$ cat src/rtl/int_service.sv
// 8259 in-service register, priority resolver and two-pulse INTA sequencer.
// Define INT_SERVICE_POLL_EN to add the poll_command / poll_data poll path.
module int_service (
    input  logic       clock,
    input  logic       reset_n,
    input  logic       write_initial_command_word_1,
    input  logic [7:0] interrupt_request_register,
    input  logic [7:0] interrupt_mask,
    input  logic       special_mask_mode,
    input  logic       auto_eoi_config,
    input  logic       auto_rotate_mode,
    input  logic       interrupt_acknowledge_n,
    input  logic       non_specific_eoi,
    input  logic       specific_eoi,
    input  logic [2:0] eoi_level,
    input  logic       rotate_on_eoi,
    input  logic       set_priority,
`ifdef INT_SERVICE_POLL_EN
    input  logic       poll_command,
    output logic [7:0] poll_data,
`endif
    output logic       interrupt,
    output logic       freeze,
    output logic [7:0] clear_interrupt_request,
    output logic [7:0] in_service_register,
    output logic [2:0] acknowledged_level,
    output logic       vector_valid
);

    typedef enum logic [1:0] {IDLE, ACK1, WAIT2, ACK2} state_t;

    state_t     state, state_d;
    logic       inta_prev, fall, rise;
    logic [2:0] lowest_priority, lp_d;
    logic [7:0] isr_d, ack_set, eoi_clr, aeoi_clr, clr_d;
    logic [7:0] req_vec, isr_vis;
    logic [2:0] level_d, win_level, isr_level, top_level;
    logic       win_found, isr_found, top_found;
    logic       freeze_d, spurious, spurious_d, vv_d, int_cond, int_d;
`ifdef INT_SERVICE_POLL_EN
    logic [7:0] poll_d;
`endif

    // Rotating scan starting just above lowest_priority; returns {found, level}.
    function automatic logic [3:0] resolve(input logic [7:0] vec, input logic [2:0] lp);
        logic [3:0] res;
        logic [2:0] idx;
        res = {1'b0, 3'd7};
        for (int unsigned i = 1; i <= 8; i++) begin
            idx = lp + 3'(i);
            if (!res[3] && vec[idx]) res = {1'b1, idx};
        end
        return res;
    endfunction

    function automatic logic [2:0] rank(input logic [2:0] lvl, input logic [2:0] lp);
        return lvl - lp - 3'd1;
    endfunction

    assign fall = inta_prev & ~interrupt_acknowledge_n;
    assign rise = ~inta_prev & interrupt_acknowledge_n;

    // Special mask mode hides masked in-service levels and excludes lines already in service.
    assign req_vec = interrupt_request_register & ~interrupt_mask
                     & (special_mask_mode ? ~in_service_register : 8'hFF);
    assign isr_vis = special_mask_mode ? (in_service_register & ~interrupt_mask)
                                       : in_service_register;

    assign {win_found, win_level} = resolve(req_vec, lowest_priority);
    assign {isr_found, isr_level} = resolve(isr_vis, lowest_priority);
    assign {top_found, top_level} = resolve(in_service_register, lowest_priority);

    assign int_cond = win_found &&
                      (!isr_found || rank(win_level, lowest_priority) < rank(isr_level, lowest_priority));

    always_comb begin
        state_d    = state;
        freeze_d   = freeze;
        level_d    = acknowledged_level;
        spurious_d = spurious;
        lp_d       = lowest_priority;
        clr_d      = '0;
        vv_d       = 1'b0;
        ack_set    = '0;
        eoi_clr    = '0;
        aeoi_clr   = '0;
`ifdef INT_SERVICE_POLL_EN
        poll_d     = poll_data;
`endif
        case (state)
            IDLE: begin
                if (fall) begin
                    state_d  = ACK1;
                    freeze_d = 1'b1;
                    if (win_found) begin
                        level_d    = win_level;
                        spurious_d = 1'b0;
                        ack_set    = 8'b1 << win_level;
                        clr_d      = 8'b1 << win_level;
                    end else begin
                        level_d    = 3'd7;
                        spurious_d = 1'b1;
                    end
                end
`ifdef INT_SERVICE_POLL_EN
                else if (poll_command) begin
                    poll_d = {win_found, 4'b0, win_level};
                    if (win_found) begin
                        level_d = win_level;
                        ack_set = 8'b1 << win_level;
                        clr_d   = 8'b1 << win_level;
                    end
                end
`endif
            end
            ACK1:  if (rise) state_d = WAIT2;
            WAIT2: begin
                if (fall) begin
                    state_d = ACK2;
                    vv_d    = 1'b1;
                end
            end
            ACK2: begin
                if (rise) begin
                    state_d  = IDLE;
                    freeze_d = 1'b0;
                    if (auto_eoi_config && !spurious) begin
                        aeoi_clr = 8'b1 << acknowledged_level;
                        if (auto_rotate_mode) lp_d = acknowledged_level;
                    end
                end
            end
            default: state_d = IDLE;
        endcase

        if (specific_eoi) begin
            eoi_clr = 8'b1 << eoi_level;
            if (rotate_on_eoi) lp_d = eoi_level;
        end else if (non_specific_eoi && top_found) begin
            eoi_clr = 8'b1 << top_level;
            if (rotate_on_eoi) lp_d = top_level;
        end
        if (set_priority) lp_d = eoi_level;

        // Acknowledge set is OR-ed last so it wins over a same-bit clear.
        isr_d = (in_service_register & ~eoi_clr & ~aeoi_clr) | ack_set;
        int_d = int_cond & ~freeze_d;

        // Init word behaves like a one-cycle synchronous reset.
        if (write_initial_command_word_1) begin
            state_d    = IDLE;
            freeze_d   = 1'b0;
            level_d    = 3'd7;
            spurious_d = 1'b0;
            lp_d       = 3'd7;
            clr_d      = '0;
            vv_d       = 1'b0;
            isr_d      = '0;
            int_d      = 1'b0;
`ifdef INT_SERVICE_POLL_EN
            poll_d     = '0;
`endif
        end
    end

    always_ff @(posedge clock or negedge reset_n) begin
        if (!reset_n) begin
            state                   <= IDLE;
            inta_prev               <= 1'b1;
            lowest_priority         <= 3'd7;
            in_service_register     <= '0;
            acknowledged_level      <= 3'd7;
            spurious                <= 1'b0;
            freeze                  <= 1'b0;
            interrupt               <= 1'b0;
            clear_interrupt_request <= '0;
            vector_valid            <= 1'b0;
`ifdef INT_SERVICE_POLL_EN
            poll_data               <= '0;
`endif
        end else begin
            state                   <= state_d;
            inta_prev               <= interrupt_acknowledge_n | write_initial_command_word_1;
            lowest_priority         <= lp_d;
            in_service_register     <= isr_d;
            acknowledged_level      <= level_d;
            spurious                <= spurious_d;
            freeze                  <= freeze_d;
            interrupt               <= int_d;
            clear_interrupt_request <= clr_d;
            vector_valid            <= vv_d;
`ifdef INT_SERVICE_POLL_EN
            poll_data               <= poll_d;
`endif
        end
    end

endmodule

$ cat config.mk
export PLATFORM = sky130hd
export DESIGN_NAME = int_service
export DESIGN_NICKNAME = d
export VERILOG_FILES = /design/src/rtl/int_service.sv
export SDC_FILE = /design/constraint.sdc
export NUM_CORES = 1
export LEC_CHECK = 0
export ABC_AREA = 1
export CAP_MARGIN = 20
export CORE_MARGIN = 4
export CORE_UTILIZATION = 52
export CTS_CLUSTER_SIZE = 12
export DETAILED_ROUTE_END_ITERATION = 10
export PLACE_DENSITY = 0.79
export SETUP_SLACK_MARGIN = 0.1
export SLEW_MARGIN = 5
export SYNTH_ARGS = -nofsm -noshare
export SYNTH_HDL_FRONTEND = slang
export SYNTH_SLANG_ARGS = --single-unit
$ cat constraint.sdc
create_clock -name clock -period 4.5 [get_ports clock]
set_input_delay 0.45 -clock clock [delete_from_list [all_inputs] [get_ports clock]]
set_output_delay 0.45 -clock clock [all_outputs]
set_load 0.005 [all_outputs]
==> results.py <==
metrics = {
    "global_route": {
        "grt_pass1_wl_mm": 21.1,
        "antenna_found_initial": 0,
        "track_usage": 0.269,
        "grt_max_degree": 30,
        "grt_pass1_vias": 4436,
        "gr-total-overflow": 0,
    },
    "flow_run": {
        "max_cap_viol_count": 0,
    },
    "clock_network": {
        "cts-buffers-inserted": 5,
        "clock_latency_ps": 290,
        "cts-resized-gates": 0,
        "cts_setup_buffers": 0,
        "cts_tree": "done",
        "cts_hold_buf": 0,
        "h-tree-depth": 2,
        "cts_root_buffer": "clkbuf_8",
        "clk_pin_slew_worst_paths_ps": 70,
        "clkSinkCount": 29,
        "cts_buffer_depth": 2,
    },
    "power": {
        "power_frac_clock": 0.125,
        "powerDensity_mw_per_mm2": 358,
        "share_comb_of_total_power": 0.671,
        "p_leak_nw": 2.41,
        "p_seq_frac": 0.205,
        "p_switching_mw": 0.885,
        "swShare": 0.522,
        "peakVddDrop_uv": 296,
        "power.internal_mw": 0.812,
    },
    "route": {
        "wl_mm": 12.9,
        "post_drt_wl_per_cell_um": 16.0,
        "met3_length_um": 916,
        "routed.top_layer": "met4",
        "wl_met1_mm": 5.51,
        "route.met2.wl_mm": 6.09,
        "vias_per_cell": 5.78,
        "ant_nets": 0,
        "vias": 4653,
        "drc": 0,
        "drtPass1Iterations": 5,
        "drt-initial-drc-count": 384,
    },
    "critical_path": {
        "end_kind": "register",
        "cp_max_fo": 19,
        "critical_path_arrival_ps": 4260,
        "path_class": "register to register",
        "critPathLaunchType": "register",
        "crit_required_ps": 4720,
        "rrSetupSlack_ps": 460,
    },
    "final_layout": {
        "fin_nets": 745,
        "fillers": 746,
        "area_growth_syn_to_layout_pct": 15.6,
        "design_area_mm2": 0.00474,
        "multi_input_area_mm2": 0.00287,
        "num_antenna_cells": 0,
        "drive_above_1_share": 0.137,
        "ff_latch_area_um2": 734,
        "utilization": 0.616,
    },
    "synth": {
        "synth_edf_count": 0,
        "synth_flop_cell": "dfrtp_1",
        "ys_seq_area_frac": 0.179,
        "syn_nets": 698,
        "synth_cells": 655,
        "syn_avg_cell_area_um2": 6.26,
        "yosysWarningCount": 0,
        "synthArstFlopShare": 1.00,
        "ys_types": 48,
        "netlist_area_mm2": 0.00410,
        "ys_seq_elements": 29,
    },
    "sta": {
        "min_period_over_period": 0.899,
        "fmax_ghz": 0.247,
        "period_needed_ps": 4040,
        "fin_tns_setup_ps": 0,
        "tightest_slew_ps": 540,
        "rsz0062_at_grt": "false",
        "hold_viol": 0,
        "timing.max_slew.rel_slack": 0.639,
        "finalClockSkew_ps": 11.6,
        "finalSetupViolCount": 0,
        "slew_viol_final": 0,
    },
    "floorplan": {
        "fp-row-count": 32,
        "die_h_um": 96.8,
        "die_w_um": 96.8,
        "core_mm2": 0.00769,
        "initial_core_util": 0.533,
        "ioPinCount": 52,
        "die_area_mm2": 0.00936,
    },
    "place": {
        "port_buffers": 51,
        "dpl.hpwl_mm": 9.99,
        "postPlaceCellArea_mm2": 0.00465,
        "globalplace.congestion": 0.991,
    },
    "status": {
        "status": "finished clean",
    },
    "hold_path": {
        "hold_class": "register to register",
    },
}
metrics by stage:
stage	total power [mW]	worst slack, ps	std cells	hold WS (ps)
finish	1.70	455	805	498
CTS	1.69	484	805	496
detailed placement	1.47	230	797	485
floorplan	1.18	202	655	154
global placement	1.44	394	797	481
global route	1.85	124	805	520
routing by layer:
layer | track usage | vias to the layer above
li1 | - | 2280
met1 | 0.346 | 2142
met2 | 0.459 | 197
met3 | 0.0404 | 34
met4 | 0.0929 | 0
met5 | 0 | -
path summary, 6_finish.rpt:
| check | from | end | cells after the start |
|---|---|---|---|
| worst max register to register | lowest_priority[1] | interrupt | 25 |
| worst min-delay path | inta_prev | vector_valid | 2 |
| worst max-delay path | lowest_priority[1] | interrupt | 25 |
| max in group asynchronous | reset_n | lowest_priority[2] | 2 |
| min in group asynchronous | reset_n | freeze | 2 |
| worst min register to register | inta_prev | vector_valid | 2 |
critical path: stages (launching register included):
cell     delay, ps
dfstp_2        670
inv_2           70
ha_1           300
inv_2          310
nand2_1        150
nand2_1        110
nand2_1         70
nand2_2        140
nand3_2        110
nor2_2         120
nand2_2         90
nor2_4         110
nand2_1         80
nand4_1         80
nand2_1         60
o21ai_1         70
inv_1           50
ha_1           180
fa_1           380
inv_1           60
nand4_1         90
nand2_1         80
ha_1           230
a21oi_1        160
nand2_1         70
a21oi_1        140
synthesized netlist by cell type, types with 2 or more instances:
master	n	share of area
fa_1	2	0.0098
nand3_4	2	0.0085
nand2_1	191	0.17
ha_1	11	0.034
o211ai_1	5	0.0092
o21ai_1	10	0.012
nor2_2	5	0.0076
buf_2	5	0.0061
buf_6	8	0.022
dfstp_2	7	0.045
nor2_4	7	0.019
a31oi_1	2	0.0031
nand4_4	2	0.010
dfrtp_1	22	0.13
o22ai_1	2	0.0031
clkbuf_1	3	0.0027
nand4_2	4	0.012
o21bai_1	3	0.0055
a21oi_1	20	0.024
buf_1	2	0.0018
buf_4	3	0.0055
mux2i_1	6	0.015
o21ai_0	13	0.016
a22oi_1	3	0.0055
nor4_1	6	0.0092
nand4_1	35	0.053
inv_1	75	0.069
nor2_1	38	0.035
nand2_2	15	0.023
nor3_1	6	0.0073
nand3_1	96	0.12
inv_2	13	0.012
xnor2_4	2	0.013
nand3_2	17	0.042
cell type report:
cell class / instances / area share
Tap cell: 102 / 0.0269
Multi-Input combinational cell: 515 / 0.605
Inverter: 90 / 0.0718
Clock inverter: 2 / 0.00211
Clock buffer: 6 / 0.0153
Sequential cell: 29 / 0.155
Timing Repair Buffer: 61 / 0.124
kinds of logic (layout without fill, tap and decap cells):
| group | Yosys count | in the layout | share of synthesized area |
|---|---|---|---|
| buf+inv | 111 | 159 | 0.121 |
| xor+xnor | 3 | 3 | 0.0156 |
| flops | 29 | 29 | 0.179 |
| compound gates | 62 | 62 | 0.0873 |
| simple gates | 431 | 431 | 0.539 |
| fa+ha+maj | 13 | 13 | 0.0434 |
| mux | 6 | 6 | 0.0147 |
power groups by stage:
stage / combinational, mW / sequential, mW / clock (mW)
2_1_floorplan: 0.844 / 0.334 / 0
3_3_place_gp: 1.09 / 0.349 / 0
3_5_place_dp: 1.12 / 0.350 / 0
4_1_cts: 1.13 / 0.346 / 0.214
5_1_grt: 1.27 / 0.351 / 0.226
6_report: 1.14 / 0.347 / 0.211
cell usage in the layout, fill, tap and decap left out, drive strengths merged:
master and instances:
fa 2, a31oi 2, dfrtp 22, clkinv 3
nand4 41, a21oi 20, clkbuf 6, nor3 7
buf 10, a22oi 3, ha 11, xor2 1
a2111oi 1, and2 1, nand3b 2, nand2 207
mux2i 6, dfstp 7, or2 1, xnor2 2
clkdlybuf4s50 51, o22ai 2, inv 89, o21a 1
o21bai 3, nor4 6, o21ai 23, o211ai 5
nor2 51, nand3 115, o2111ai 1, a32o 1
state kept, by name, indices dropped and copies added (netlist names), 2 cells and up:
register,flops
state,2
clear_interrupt_request,8
acknowledged_level,3
lowest_priority,3
in_service_register,8
Power figures use the tool's default switching activity.
